<file path="src/rtl/gpio_pkg.sv">
// gpio_pkg: register map and bus helpers shared by the iomem GPIO block.
package gpio_pkg;

    localparam int REG_W = 32;

    localparam logic [7:0] GPIO_OUT      = 8'h00;
    localparam logic [7:0] GPIO_OE       = 8'h04;
    localparam logic [7:0] GPIO_IN       = 8'h08;
    localparam logic [7:0] GPIO_SET      = 8'h0C;
    localparam logic [7:0] GPIO_CLR      = 8'h10;
    localparam logic [7:0] GPIO_TGL      = 8'h14;
    localparam logic [7:0] GPIO_RISE_EN  = 8'h18;
    localparam logic [7:0] GPIO_FALL_EN  = 8'h1C;
    localparam logic [7:0] GPIO_IRQ_STAT = 8'h20;

    function automatic logic [REG_W-1:0] strb_mask(input logic [3:0] strb);
        return {{8{strb[3]}}, {8{strb[2]}}, {8{strb[1]}}, {8{strb[0]}}};
    endfunction

endpackage

</file>
<file path="src/rtl/gpio_sync_edge.sv">
// gpio_sync_edge: multi-flop input synchroniser plus one history flop for edge detection.
module gpio_sync_edge #(
    parameter int WIDTH       = 8,
    parameter int SYNC_STAGES = 2
) (
    input  logic             clk,
    input  logic             resetn,
    input  logic [WIDTH-1:0] gpio_in,
    output logic [WIDTH-1:0] sync,
    output logic [WIDTH-1:0] rise,
    output logic [WIDTH-1:0] fall
);

    logic [WIDTH-1:0] r_sync [SYNC_STAGES];
    logic [WIDTH-1:0] r_prev;

    always_ff @(posedge clk or negedge resetn) begin
        if (!resetn) begin
            for (int i = 0; i < SYNC_STAGES; i++) r_sync[i] <= '0;
            r_prev <= '0;
        end else begin
            r_sync[0] <= gpio_in;
            for (int i = 1; i < SYNC_STAGES; i++) r_sync[i] <= r_sync[i-1];
            r_prev <= r_sync[SYNC_STAGES-1];
        end
    end

    assign sync = r_sync[SYNC_STAGES-1];
    assign rise = sync & ~r_prev;
    assign fall = ~sync & r_prev;

endmodule

</file>
<file path="src/rtl/iomem_gpio.sv">
// iomem_gpio: GPIO peripheral on the PicoSoC iomem bus with output enables,
// atomic set/clear/toggle and sticky edge interrupts.
module iomem_gpio
    import gpio_pkg::*;
#(
    parameter int         WIDTH       = 8,
    parameter logic [7:0] BASE_ADDR   = 8'h03,
    parameter int         SYNC_STAGES = 2
) (
    input  logic             clk,
    input  logic             resetn,
    input  logic             iomem_valid,
    output logic             iomem_ready,
    input  logic [3:0]       iomem_wstrb,
    input  logic [31:0]      iomem_addr,
    input  logic [31:0]      iomem_wdata,
    output logic [31:0]      iomem_rdata,
    input  logic [WIDTH-1:0] gpio_in,
    output logic [WIDTH-1:0] gpio_out,
    output logic [WIDTH-1:0] gpio_oe,
    output logic             irq
);

    logic [WIDTH-1:0] r_out, r_oe, r_rise_en, r_fall_en, r_irq_stat;
    logic             r_ready;
    logic [REG_W-1:0] r_rdata, w_rdata, w_bmask;
    logic [WIDTH-1:0] w_sync, w_rise, w_fall, w_m, w_wd, w_evt, w_clr;
    logic             w_sel, w_wr, w_unused;
    logic [7:0]       w_off;

    gpio_sync_edge #(.WIDTH(WIDTH), .SYNC_STAGES(SYNC_STAGES)) u_sync (
        .clk    (clk),
        .resetn (resetn),
        .gpio_in(gpio_in),
        .sync   (w_sync),
        .rise   (w_rise),
        .fall   (w_fall)
    );

    // The !r_ready term makes every accepted request a single-cycle acknowledge.
    assign w_sel   = iomem_valid && !r_ready && iomem_addr[31:24] == BASE_ADDR;
    assign w_wr    = w_sel && |iomem_wstrb;
    assign w_off   = iomem_addr[7:0];
    assign w_bmask = strb_mask(iomem_wstrb);
    assign w_m     = w_bmask[WIDTH-1:0];
    assign w_wd    = iomem_wdata[WIDTH-1:0] & w_m;
    assign w_evt   = (w_rise & r_rise_en) | (w_fall & r_fall_en);
    assign w_clr   = (w_wr && w_off == GPIO_IRQ_STAT) ? w_wd : '0;
    assign w_unused = &{1'b0, iomem_addr[23:8], iomem_wdata, w_bmask};

    always_comb begin
        w_rdata = '0;
        case (w_off)
            GPIO_OUT:      w_rdata = REG_W'(r_out);
            GPIO_OE:       w_rdata = REG_W'(r_oe);
            GPIO_IN:       w_rdata = REG_W'(w_sync);
            GPIO_RISE_EN:  w_rdata = REG_W'(r_rise_en);
            GPIO_FALL_EN:  w_rdata = REG_W'(r_fall_en);
            GPIO_IRQ_STAT: w_rdata = REG_W'(r_irq_stat);
            default:       w_rdata = '0;
        endcase
    end

    always_ff @(posedge clk or negedge resetn) begin
        if (!resetn) begin
            r_ready    <= 1'b0;
            r_rdata    <= '0;
            r_out      <= '0;
            r_oe       <= '0;
            r_rise_en  <= '0;
            r_fall_en  <= '0;
            r_irq_stat <= '0;
        end else begin
            r_ready    <= w_sel;
            r_rdata    <= w_sel ? w_rdata : '0;
            // New edge events are OR-ed in after the clear so a coincident event wins.
            r_irq_stat <= (r_irq_stat & ~w_clr) | w_evt;
            if (w_wr) begin
                case (w_off)
                    GPIO_OUT:     r_out     <= (r_out & ~w_m) | w_wd;
                    GPIO_OE:      r_oe      <= (r_oe & ~w_m) | w_wd;
                    GPIO_SET:     r_out     <= r_out | w_wd;
                    GPIO_CLR:     r_out     <= r_out & ~w_wd;
                    GPIO_TGL:     r_out     <= r_out ^ w_wd;
                    GPIO_RISE_EN: r_rise_en <= (r_rise_en & ~w_m) | w_wd;
                    GPIO_FALL_EN: r_fall_en <= (r_fall_en & ~w_m) | w_wd;
                    default:      ;
                endcase
            end
        end
    end

    assign iomem_ready = r_ready;
    assign iomem_rdata = r_rdata;
    assign gpio_out    = r_out;
    assign gpio_oe     = r_oe;
    assign irq         = |r_irq_stat;

endmodule

</file>
<file path="config.mk">
export PLATFORM = sky130hd
export DESIGN_NAME = iomem_gpio
export DESIGN_NICKNAME = d
export VERILOG_FILES = /design/src/rtl/gpio_pkg.sv /design/src/rtl/gpio_sync_edge.sv /design/src/rtl/iomem_gpio.sv
export SDC_FILE = /design/constraint.sdc
export NUM_CORES = 1
export LEC_CHECK = 0
export ABC_AREA = 1
export CAP_MARGIN = 20
export CORE_AREA = 2 2 109 111
export DETAILED_ROUTE_END_ITERATION = 10
export DIE_AREA = 0 0 111 113
export GPL_ROUTABILITY_DRIVEN = 0
export GPL_TIMING_DRIVEN = 1
export PLACE_DENSITY = 0.65
export SETUP_SLACK_MARGIN = 0.15
export SLEW_MARGIN = 20
export SYNTH_ARGS = -nofsm -noshare
export SYNTH_HDL_FRONTEND = slang
export SYNTH_SLANG_ARGS = --single-unit
</file>
<file path="constraint.sdc">
create_clock -name clk -period 2 [get_ports clk]
set_input_delay 0.2 -clock clk [delete_from_list [all_inputs] [get_ports clk]]
set_output_delay 0.2 -clock clk [all_outputs]
set_load 0.1 [all_outputs]
</file>
==> key figures, run 1 <==
STA
  – Fmax: roughly 0.61 GHz
  – Final setup viols: 0
  – Post-layout worst setup margin: 374 ps
  – Layout Skew: approximately 7.0 ps
  – Max-slew violations: 0
  – Fin crit period: approximately 1600 ps
  – Hold Vio Cnt, Final: 0
  – Hold Slack: ~300 ps
  – Fin crit share: 0.813
  – Fin Setup TNS: 0 ps
  – RSZ-0062 raised after global routing: false

Drt
  – DR vias/cell: between 4 and 5
  – Final ANT Viol Nets: 0
  – WL per Instance: roughly 13 um
  – Via Count: ~3.3k
  – DRT iter0 DRCs: 133
  – DR pass1 iterations: 4
  – Final wirelength: approximately 9400 um
  – DRC errors left: 0

Global route
  – Largest net degree at the start of global routing: 74
  – Busiest grt layer: met2
  – Vias in the first global route: between 3k and 4k
  – GRT Overall Usage: 0.159
  – Met2 Use GR: 0.274
  – First-pass GRT wire length: about 16000 um
  – Antenna violations before repair: 0
  – Grt ovf: 0
  – Met1 usage: 0.199
  – GR Layer Usage met3: 0.0337

Yosys
  – Post-synth EDFFs: 0
  – Post-Syn Instances: 510
  – Primary FF master, synth: dfrtp_1
  – Asr flop ratio synth: 1.00
  – Post-synth top area share: 0.432
  – #FFs+latches synth: 73
  – Register area share after synthesis: 0.432
  – Post-Synthesis Cell Area: around 4200 sq um
  – Leading area contributor after synthesis: dfrtp_1
  – Mean Syn Cell Area: about 8.3 sq um
  – Synth Warn #: 0
  – Distinct cells, synth: 30
  – Ranking of synthesized cells by area: dfrtp_1 (43%), nand2_1 (17%), inv_1 (5.9%)

Worst setup path
  – WP data required: ~1800 ps
  – R2R Setup Slk: approximately 470 ps
  – Worst reg2reg startpoint: iomem_ready
  – Cell breakdown of the critical path: nor4_1 > nand2_1 > buf_4
  – Slowest CP cell: dfrtp_1
  – Crit path kind: flip-flop to output port
  – Crit. End Element: output port
  – Slowest stage delay, CP: around 400 ps
  – CP arrival: between 1000 and 1500 ps
  – Startpoint Class: flip-flop
  – Worst r2r path cells: 6
  – CP max FO: 3

Final layout
  – Final Util: 0.469
  – Area Growth Syn to Fin: 24.9%
  – Final Non-Filler Cells: between 700 and 800
  – Layout cell share with drive strength beyond 1: 0.205
  – Final Net Count: between 600 and 700
  – Commonest non-fill, non-tap cell in the layout: nand2_1
  – Fin area: approximately 5300 sq um
  – N_diodes: 0
  – Commonest non-fill, non-tap cells in the layout: nand2_1 (191), dfrtp_1 (72), inv_1 (66)

Clocking
  – CTS Buf Count: 9
  – Clock net sink count: 73
  – CTS tree: yes
  – Post-CTS Setup Inserts: 0
  – Clock latency on the worst-skew pair: roughly 330 ps
  – Root Driver: clkbuf_16
  – H-Tree Depth: 3
  – Clk buf depth: 2
  – CTS clk-pin slew, worst paths: approximately 60 ps

Place
  – Dpl ws: 83.3 ps
  – HPWL after DPL: about 7000 um
  – Buffers on Ports: between 60 and 70
  – Post-DP Area: just under 5000 sq um
  – Placed cells: 720

Pwr
  – Pwr per Cell Area: 721 nW/um^2
  – Post-route total power: about 3.8 mW
  – Lkg Pwr: 2.72 nW
  – Peak supply drop: between 0.0003 and 0.0004 V

Die
  – Die Y: 113 um
  – Die area: between 10000 and 15000 sq um
  – Die X: ~110 um
  – Io pins: roughly 130
  – Starting density of the core: 0.376
  – CORE AREA: 11300 sq um
  – Site Rows: 39

Hold path
  – Tightest Hold Check Type: input pin to flip-flop
  – Hold Path Depth: 1
  – Hold_sp: gpio_in[7]
  – Worst Hold End: u_sync.r_sync[15]

Job
  – Max Cap Violations: 0

Outcome
  – Status: complete, no violations
## kinds of logic after synthesis
group,count (synthesis),share of synthesized area
other,1,0.000886
adders and majority gates,8,0.0236
and+or+nand+nor,275,0.326
AOI/OAI and AO/OA,51,0.0981
DFF,73,0.432
buffers and inverters,102,0.120
## how the worst max path moves through the flow
stage	slack, ps	start	end
6_report	370	r_irq_stat[6]	irq
3_5_place_dp	80	iomem_addr[1]	r_irq_stat[5]
4_1_cts	360	r_irq_stat[2]	irq
3_3_place_gp	120	iomem_addr[7]	iomem_rdata[4]
2_1_floorplan	300	gpio_out[0]	gpio_out[0]
5_1_grt	260	r_irq_stat[2]	irq
## layer usage
layer / up-vias / routed length (um) / part of all wire
met2: 90 / 4590 / 0.49
met1: 1532 / 4200 / 0.45
met4: 0 / 131 / 0.014
met5: - / 0 / 0
met3: 12 / 468 / 0.050
li1: 1701 / - / -
## synth_stat cells, types with 7 or more instances
library cell / n
nand2_1: 191
dfrtp_1: 73
inv_1: 66
nand3_1: 25
o21ai_2: 25
buf_4: 24
nor2_1: 21
a21oi_1: 8
ha_1: 8
nor2_4: 8
o21bai_2: 8
nand3_4: 7
nand3b_1: 7
o21ai_0: 7
## report_power, final
part / internal (mW) / switching, mW
Sequential: 1.50 / 0.0147
Combinational: 0.103 / 0.329
Clock: 1.23 / 0.639
## critical path, delay by kind of cell (launching register included)
family | cells | cell delay [ps]
buffers and inverters | 1 | 260
AND/OR/NAND/NOR | 2 | 440
flip-flops | 1 | 400
## repair_timing
action / in CTS / in global routing
endpoints found under the hold margin: 73 / 0
hold buffers: 1 / 0
setup endpoints to repair: 0 / 0
resized for setup: 0 / 0
## final cells by class
| class | instances | area (sq um) |
|---|---|---|
| clock buffers | 10 | 229 |
| clock inverters | 6 | 115 |
| fillers | 1062 | 5990 |
| inverters | 72 | 270 |
| multi-input cells | 358 | 1980 |
| flip-flops and latches | 73 | 1830 |
| well taps | 143 | 179 |
| repair buffers | 75 | 681 |
Power figures use the tool's default switching activity.
==> run 2, diff against run 1 <==
PLACE_DENSITY = 0.68   (was 0.65)
clock period = 1.33 ns   (was 2 ns; I/O delays follow)
==> run 2 against run 1 <==
Total power up 44%. Sequential share of layout area down 5.2 points. The run now ends with negative setup slack left. Global-route usage up 1.7 points. Register-to-register slack worse by 620 ps.
==> key figures, run 2 (synthesized netlist as in run 1, its figures left out) <==
Global route
  – First-pass GRT wire length: 18100 um (+13%)
  – Largest net degree at the start of global routing: 74 (unchanged)
  – Antenna violations before repair: 0 (unchanged)
  – Grt ovf: 0 (unchanged)
  – Vias in the first global route: 3482 (+6.0%)
  – GRT Overall Usage: 0.177 (+0.0173)

Worst setup path
  – Crit. End Element: output port
  – CP max FO: 2 (-1)
  – WP data required: 1200 ps (-600 ps)
  – Startpoint Class: flip-flop
  – Crit path kind: flip-flop to output port
  – CP arrival: 1360 ps (-70 ps)

Die
  – Starting density of the core: 0.376 (unchanged)
  – Die X: 111 um (unchanged)
  – Die Y: 113 um (unchanged)
  – Die area: 12500 sq um (unchanged)
  – Io pins: 129 (unchanged)
  – Site Rows: 39 (unchanged)
  – CORE AREA: 11300 sq um (unchanged)

STA
  – Max-slew violations: 0 (unchanged)
  – Fin Setup TNS: -3390 ps (-3390 ps)
  – Fmax: 0.669 GHz
  – Hold Slack: 238 ps (-63.0 ps)
  – Layout Skew: 6.42 ps (-0.543 ps)
  – Fin crit period: between 1000 and 1500 ps
  – RSZ-0062 raised after global routing: true
  – Post-layout worst setup margin: -166 ps (-539 ps)
  – Fin crit share: 1.12
  – Hold Vio Cnt, Final: 0 (unchanged)
  – Final setup viols: 41 (+41)

Pwr
  – Peak supply drop: 0.000673 V (+89%)
  – Int Pwr: 3.97 mW (+40%)
  – Sequential Power Share: 0.415 (+0.017)
  – Post-route total power: 5.50 mW (+44%)
  – Comb pwr share: 0.132 (+0.019)
  – Sw frac: 0.279 (+0.0214)
  – Psw: 1.54 mW (+56%)
  – Pwr per Cell Area: 878 nW/um^2 (+22%)
  – Lkg Pwr: 3.08 nW (+13%)
  – Clock power share: 0.454 (-0.035)

Final layout
  – Final Util: 0.556 (+0.0872)
  – # fillers: 978 (-7.9%)
  – Final Net Count: 717 (+6.1%)
  – N_diodes: 0 (unchanged)
  – Layout cell share with drive strength beyond 1: 0.328 (+0.122)
  – Area Growth Syn to Fin: 48.1%
  – Final Non-Filler Cells: 778 (+5.6%)
  – Commonest non-fill, non-tap cell in the layout: nand2_1
  – Commonest non-fill, non-tap cells in the layout: nand2_1 (161), inv_1 (66), dfrtp_1 (62)

Drt
  – DRT iter0 DRCs: 192 (+44%)
  – Final wirelength: 11100 um (+18%)
  – Via Count: 3633 (+8.9%)
  – DR vias/cell: 4.67 (+3.2%)
  – WL per Instance: 14.2 um (+11%)
  – DRC errors left: 0 (unchanged)
  – Final ANT Viol Nets: 0 (unchanged)
  – DR pass1 iterations: 4 (unchanged)

Clocking
  – Clock latency on the worst-skew pair: 330 ps (about the same)
  – CTS Buf Count: 9 (unchanged)
  – H-Tree Depth: 3 (unchanged)
  – CTS tree: yes
  – Root Driver: clkbuf_16
  – CTS clk-pin slew, worst paths: 60 ps (about the same)
  – Clock net sink count: 73 (unchanged)
  – Clk buf depth: 2 (unchanged)

Place
  – Buffers on Ports: 64 (unchanged)
  – HPWL after DPL: 8060 um (+15%)
  – Placed cells: 746 (+3.6%)

Outcome
  – Failing checks: negative setup slack
  – Status: finished, violations left

Hold path
  – Tightest Hold Check Type: input pin to flip-flop

Job
  – Max Cap Violations: 0 (unchanged)
[run 2: cell count changes in the layout (fill, tap and decap cells not counted), sizes merged, moves of 2 or more]
cell / before / now
buf: 37 / 75
bufinv: 3 / 1
clkdlybuf4s50: 37 / 29
clkinv: 1 / 4
dlygate4sd2: 0 / 7
nand3: 36 / 38
[run 2: final cells by class]
class	count	area (sq um)	share of cell area
Clock buffer	10	239	0.0381
Clock inverter	6	66.3	0.0106
Inverter	72	270	0.0431
Multi-Input combinational cell	360	2220	0.354
Sequential cell	73	1840	0.294
Tap cell	143	179	0.0285
Timing Repair Buffer	114	1460	0.232
[run 2: worst paths after layout]
check	cells past startpoint	slack, ps	endpoint	from
worst max-delay path	3	-170	irq	r_irq_stat[3]
worst min-delay path	1	240	u_sync.r_sync[12]	gpio_in[4]
worst max register to register	7	-150	flip-flop	iomem_ready
worst min register to register	0	350	u_sync.sync[0]	u_sync.r_sync[8]
max in group asynchronous	3	620	iomem_ready	resetn
min in group asynchronous	3	350	iomem_rdata[7]	resetn
[run 2: worst max-delay path: stages (launching register included)]
cell	delay, ps
dfrtp_1	400
nor4_2	310
nand2_2	140
buf_12	190
[run 2: metal layers]
| layer | track usage | vias to the layer above | wire length [um] |
|---|---|---|---|
| li1 | - | 1783 | - |
| met1 | 0.241 | 1732 | 4860 |
| met2 | 0.299 | 110 | 5580 |
| met3 | 0.0273 | 8 | 530 |
| met4 | 0.0392 | 0 | 81 |
| met5 | 0 | - | 0 |
[run 2: repair_timing]
| item | in CTS | in global routing |
|---|---|---|
| endpoints found under the setup margin | 58 | 59 |
| buffers inserted | 9 | 3 |
| pin swaps | 16 | 10 |
| hold endpoints to repair | 73 | 0 |
| gates cloned | 2 | 1 |
| gates resized for setup | 41 | 25 |
| hold buffers | 1 | 0 |
[run 2: stage by stage]
| stage | setup slack [ps] | instance area (sq um) |
|---|---|---|
| floorplan | -224 | 4370 |
| global route | -231 | 6270 |
| CTS | -180 | 6110 |
| detailed placement | -516 | 5540 |
| global placement | -496 | 5540 |
| finish | -166 | 6270 |
[run 2: power by group through the flow]
stage | clock [mW] | sequential (mW) | combinational, mW
final | 2.50 | 2.28 | 0.724
after global routing | 2.61 | 2.29 | 0.767
after detailed placement | 0 | 2.32 | 0.703
after floorplan | 0 | 2.32 | 0.491
after global placement | 0 | 2.32 | 0.696
after CTS | 2.50 | 2.28 | 0.717
==> run 3, diff against run 2 <==
PLACE_DENSITY = 0.69   (was 0.68)
SLEW_MARGIN = unset   (was 20)
==> run 3 against run 2 <==
The run still ends with negative setup slack left. Sequential power is essentially flat. Sequential share of layout area grew 0.21 points. Die area is the same. Count of clock-buffer cells in the layout shrank 1. Clock skew is essentially flat. Cell area shrank 0.84%. Flip-flop and latch count is the same. Non-clock buffer count grew 6. Core utilization shrank 0.47 points. Worst setup slack lost 29 ps. Routed wire length is essentially flat.
==> key figures, run 3 (synthesized netlist as in run 1, its figures left out) <==
Drt
  – Via Count: 3727 (+2.6%)
  – DRT iter0 DRCs: 272 (+42%)
  – Final wirelength: 11000 um (about the same)
  – DRC errors left: 0 (unchanged)
  – DR vias/cell: 4.75 (+1.8%)
  – DR pass1 iterations: 5 (+1)
  – WL per Instance: 14.1 um (-0.85%)
  – Final ANT Viol Nets: 0 (unchanged)

Worst setup path
  – WP data required: 1200 ps (about the same)
  – Crit path buf inv count: 1 (unchanged)
  – Cell breakdown of the critical path: nor4_2 > nand2_2 > buf_12
  – Worst path top cell family by delay: simple AND/OR/NAND/NOR gates
  – Crit. End Element: output port
  – CP arrival: 1390 ps (+30 ps)
  – Slowest stage delay, CP: 400 ps (about the same)
  – CP max FO: 3 (+1)
  – CP Depth: 3 (unchanged)
  – Worst r2r path cells: 7 (unchanged)
  – Slowest CP cell: dfrtp_1
  – Crit path kind: flip-flop to output port
  – Startpoint Class: flip-flop

Pwr
  – Sequential Power Share: 0.407 (-0.008)
  – Post-route total power: 5.61 mW (+2.0%)
  – Int Pwr: 4.10 mW (+3.4%)
  – Psw: 1.51 mW (-1.5%)
  – Peak supply drop: 0.000649 V (-3.6%)
  – Sw frac: 0.269 (-0.00960)
  – Pwr per Cell Area: 903 nW/um^2 (+2.9%)
  – Lkg Pwr: 3.04 nW (-1.2%)
  – Comb pwr share: 0.129 (-0.003)
  – Clock power share: 0.464 (+0.010)

Final layout
  – Layout cell share with drive strength beyond 1: 0.331 (+0.00317)
  – Multi-input logic area: 2170 sq um (-2.3%)
  – Final Non-Filler Cells: 784 (+0.77%)
  – Final Net Count: 724 (+0.98%)
  – Final Util: 0.552 (-0.00466)
  – Reg area: 1840 sq um (-0.14%)
  – Commonest non-fill, non-tap cell in the layout: nand2_1
  – N_diodes: 0 (unchanged)
  – Commonest non-fill, non-tap cells in the layout: nand2_1 (161), inv_1 (66), dfrtp_1 (64)
  – Area Growth Syn to Fin: 46.9%
  – # fillers: 939 (-4.0%)

Clocking
  – Clk buf depth: 2 (unchanged)
  – Clock latency on the worst-skew pair: 340 ps (about the same)
  – CTS Buf Count: 9 (unchanged)
  – Root Driver: clkbuf_16
  – CTS clk-pin slew, worst paths: 60 ps (about the same)
  – CTS tree: yes
  – Clock net sink count: 73 (unchanged)
  – H-Tree Depth: 3 (unchanged)

Die
  – Starting density of the core: 0.376 (unchanged)
  – Io pins: 129 (unchanged)
  – CORE AREA: 11300 sq um (unchanged)
  – Site Rows: 39 (unchanged)
  – Die area: 12500 sq um (unchanged)
  – Die Y: 113 um (unchanged)
  – Die X: 111 um (unchanged)

Global route
  – Antenna violations before repair: 0 (unchanged)
  – GRT Overall Usage: 0.186 (+0.00892)
  – Vias in the first global route: 3690 (+6.0%)
  – Grt ovf: 0 (unchanged)
  – First-pass GRT wire length: 18800 um (+4.0%)
  – Largest net degree at the start of global routing: 74 (unchanged)

Place
  – HPWL after DPL: 8110 um (+0.57%)
  – Placed cells: 751 (+0.67%)
  – Buffers on Ports: 64 (unchanged)
  – Dpl ws: -503 ps (+12.6 ps)

STA
  – Fin Setup TNS: -4820 ps (-1430 ps)
  – Hold Vio Cnt, Final: 0 (unchanged)
  – Layout Skew: 5.95 ps (-0.472 ps)
  – Final setup viols: 46 (+12%)
  – Max-slew violations: 0 (unchanged)
  – RSZ-0062 raised after global routing: true
  – Post-layout worst setup margin: -195 ps (-29.2 ps)
  – Fmax: 0.656 GHz (-1.9%)
  – Fin crit period: 1520 ps (+29.2 ps)
  – Fin crit share: 1.15 (+0.0220)

Outcome
  – Failing checks: negative setup slack
  – Status: finished, violations left

Job
  – Max Cap Violations: 0 (unchanged)

Hold path
  – Tightest Hold Check Type: input pin to flip-flop
  – Hold Path Depth: 1 (unchanged)
==> run 3: what timing repair did <==
| item | in CTS | in global routing |
|---|---|---|
| resized for setup | 37 | 15 |
| cloned | 3 | 0 |
| hold buffers | 1 | 0 |
| pin swaps | 21 | 10 |
| setup endpoints to repair | 58 | 58 |
| setup buffers | 10 | 4 |
| endpoints found under the hold margin | 73 | 0 |
==> run 3: layer usage <==
metal  GRT usage  wire length, um
met5           0                0
met4      0.0642              325
met3      0.0423              558
met2       0.316             5530
met1       0.234             4620
==> run 3: cell type report <==
cell class / instances / share of cell area
Tap cell: 143 / 0.0288
Inverter: 72 / 0.0435
Sequential cell: 73 / 0.296
Clock buffer: 9 / 0.0362
Multi-Input combinational cell: 361 / 0.348
Clock inverter: 6 / 0.0149
Timing Repair Buffer: 120 / 0.232
==> run 3: path summary, 6_finish.rpt <==
check / start / to / slack [ps]
max in group asynchronous: resetn / iomem_ready / 630
worst min register to register: u_sync.r_sync[13] / u_sync.sync[5] / 350
worst max-delay path: r_irq_stat[6] / irq / -190
worst min-delay path: gpio_in[2] / u_sync.r_sync[10] / 230
min in group asynchronous: resetn / u_sync.r_sync[14] / 370
worst max register to register: iomem_ready / flip-flop / -160
==> run 3: metrics by stage <==
step | hold slack [ps] | cell area, sq um
2_1_floorplan | -163 | 4370
3_3_place_gp | 191 | 5560
3_5_place_dp | 200 | 5560
4_1_cts | 222 | 6130
5_1_grt | 226 | 6220
6_report | 231 | 6220
==> run 3: power groups by stage <==
| stage | clock (mW) | sequential (mW) | combinational (mW) |
|---|---|---|---|
| 2_1_floorplan | 0 | 2.32 | 0.491 |
| 4_1_cts | 2.64 | 2.28 | 0.726 |
| 3_5_place_dp | 0 | 2.32 | 0.710 |
| 5_1_grt | 2.75 | 2.29 | 0.771 |
| 6_report | 2.60 | 2.28 | 0.727 |
| 3_3_place_gp | 0 | 2.32 | 0.701 |
==> run 3: worst reg2reg max path, cell delays in order (launching register included) <==
cell and delay [ps]:
dfrtp_4 490, nor2_4 120, nand2_4 80, nor2_8 190, buf_6 140, nand3_4 170
nand2_1 130, o21ai_2 60
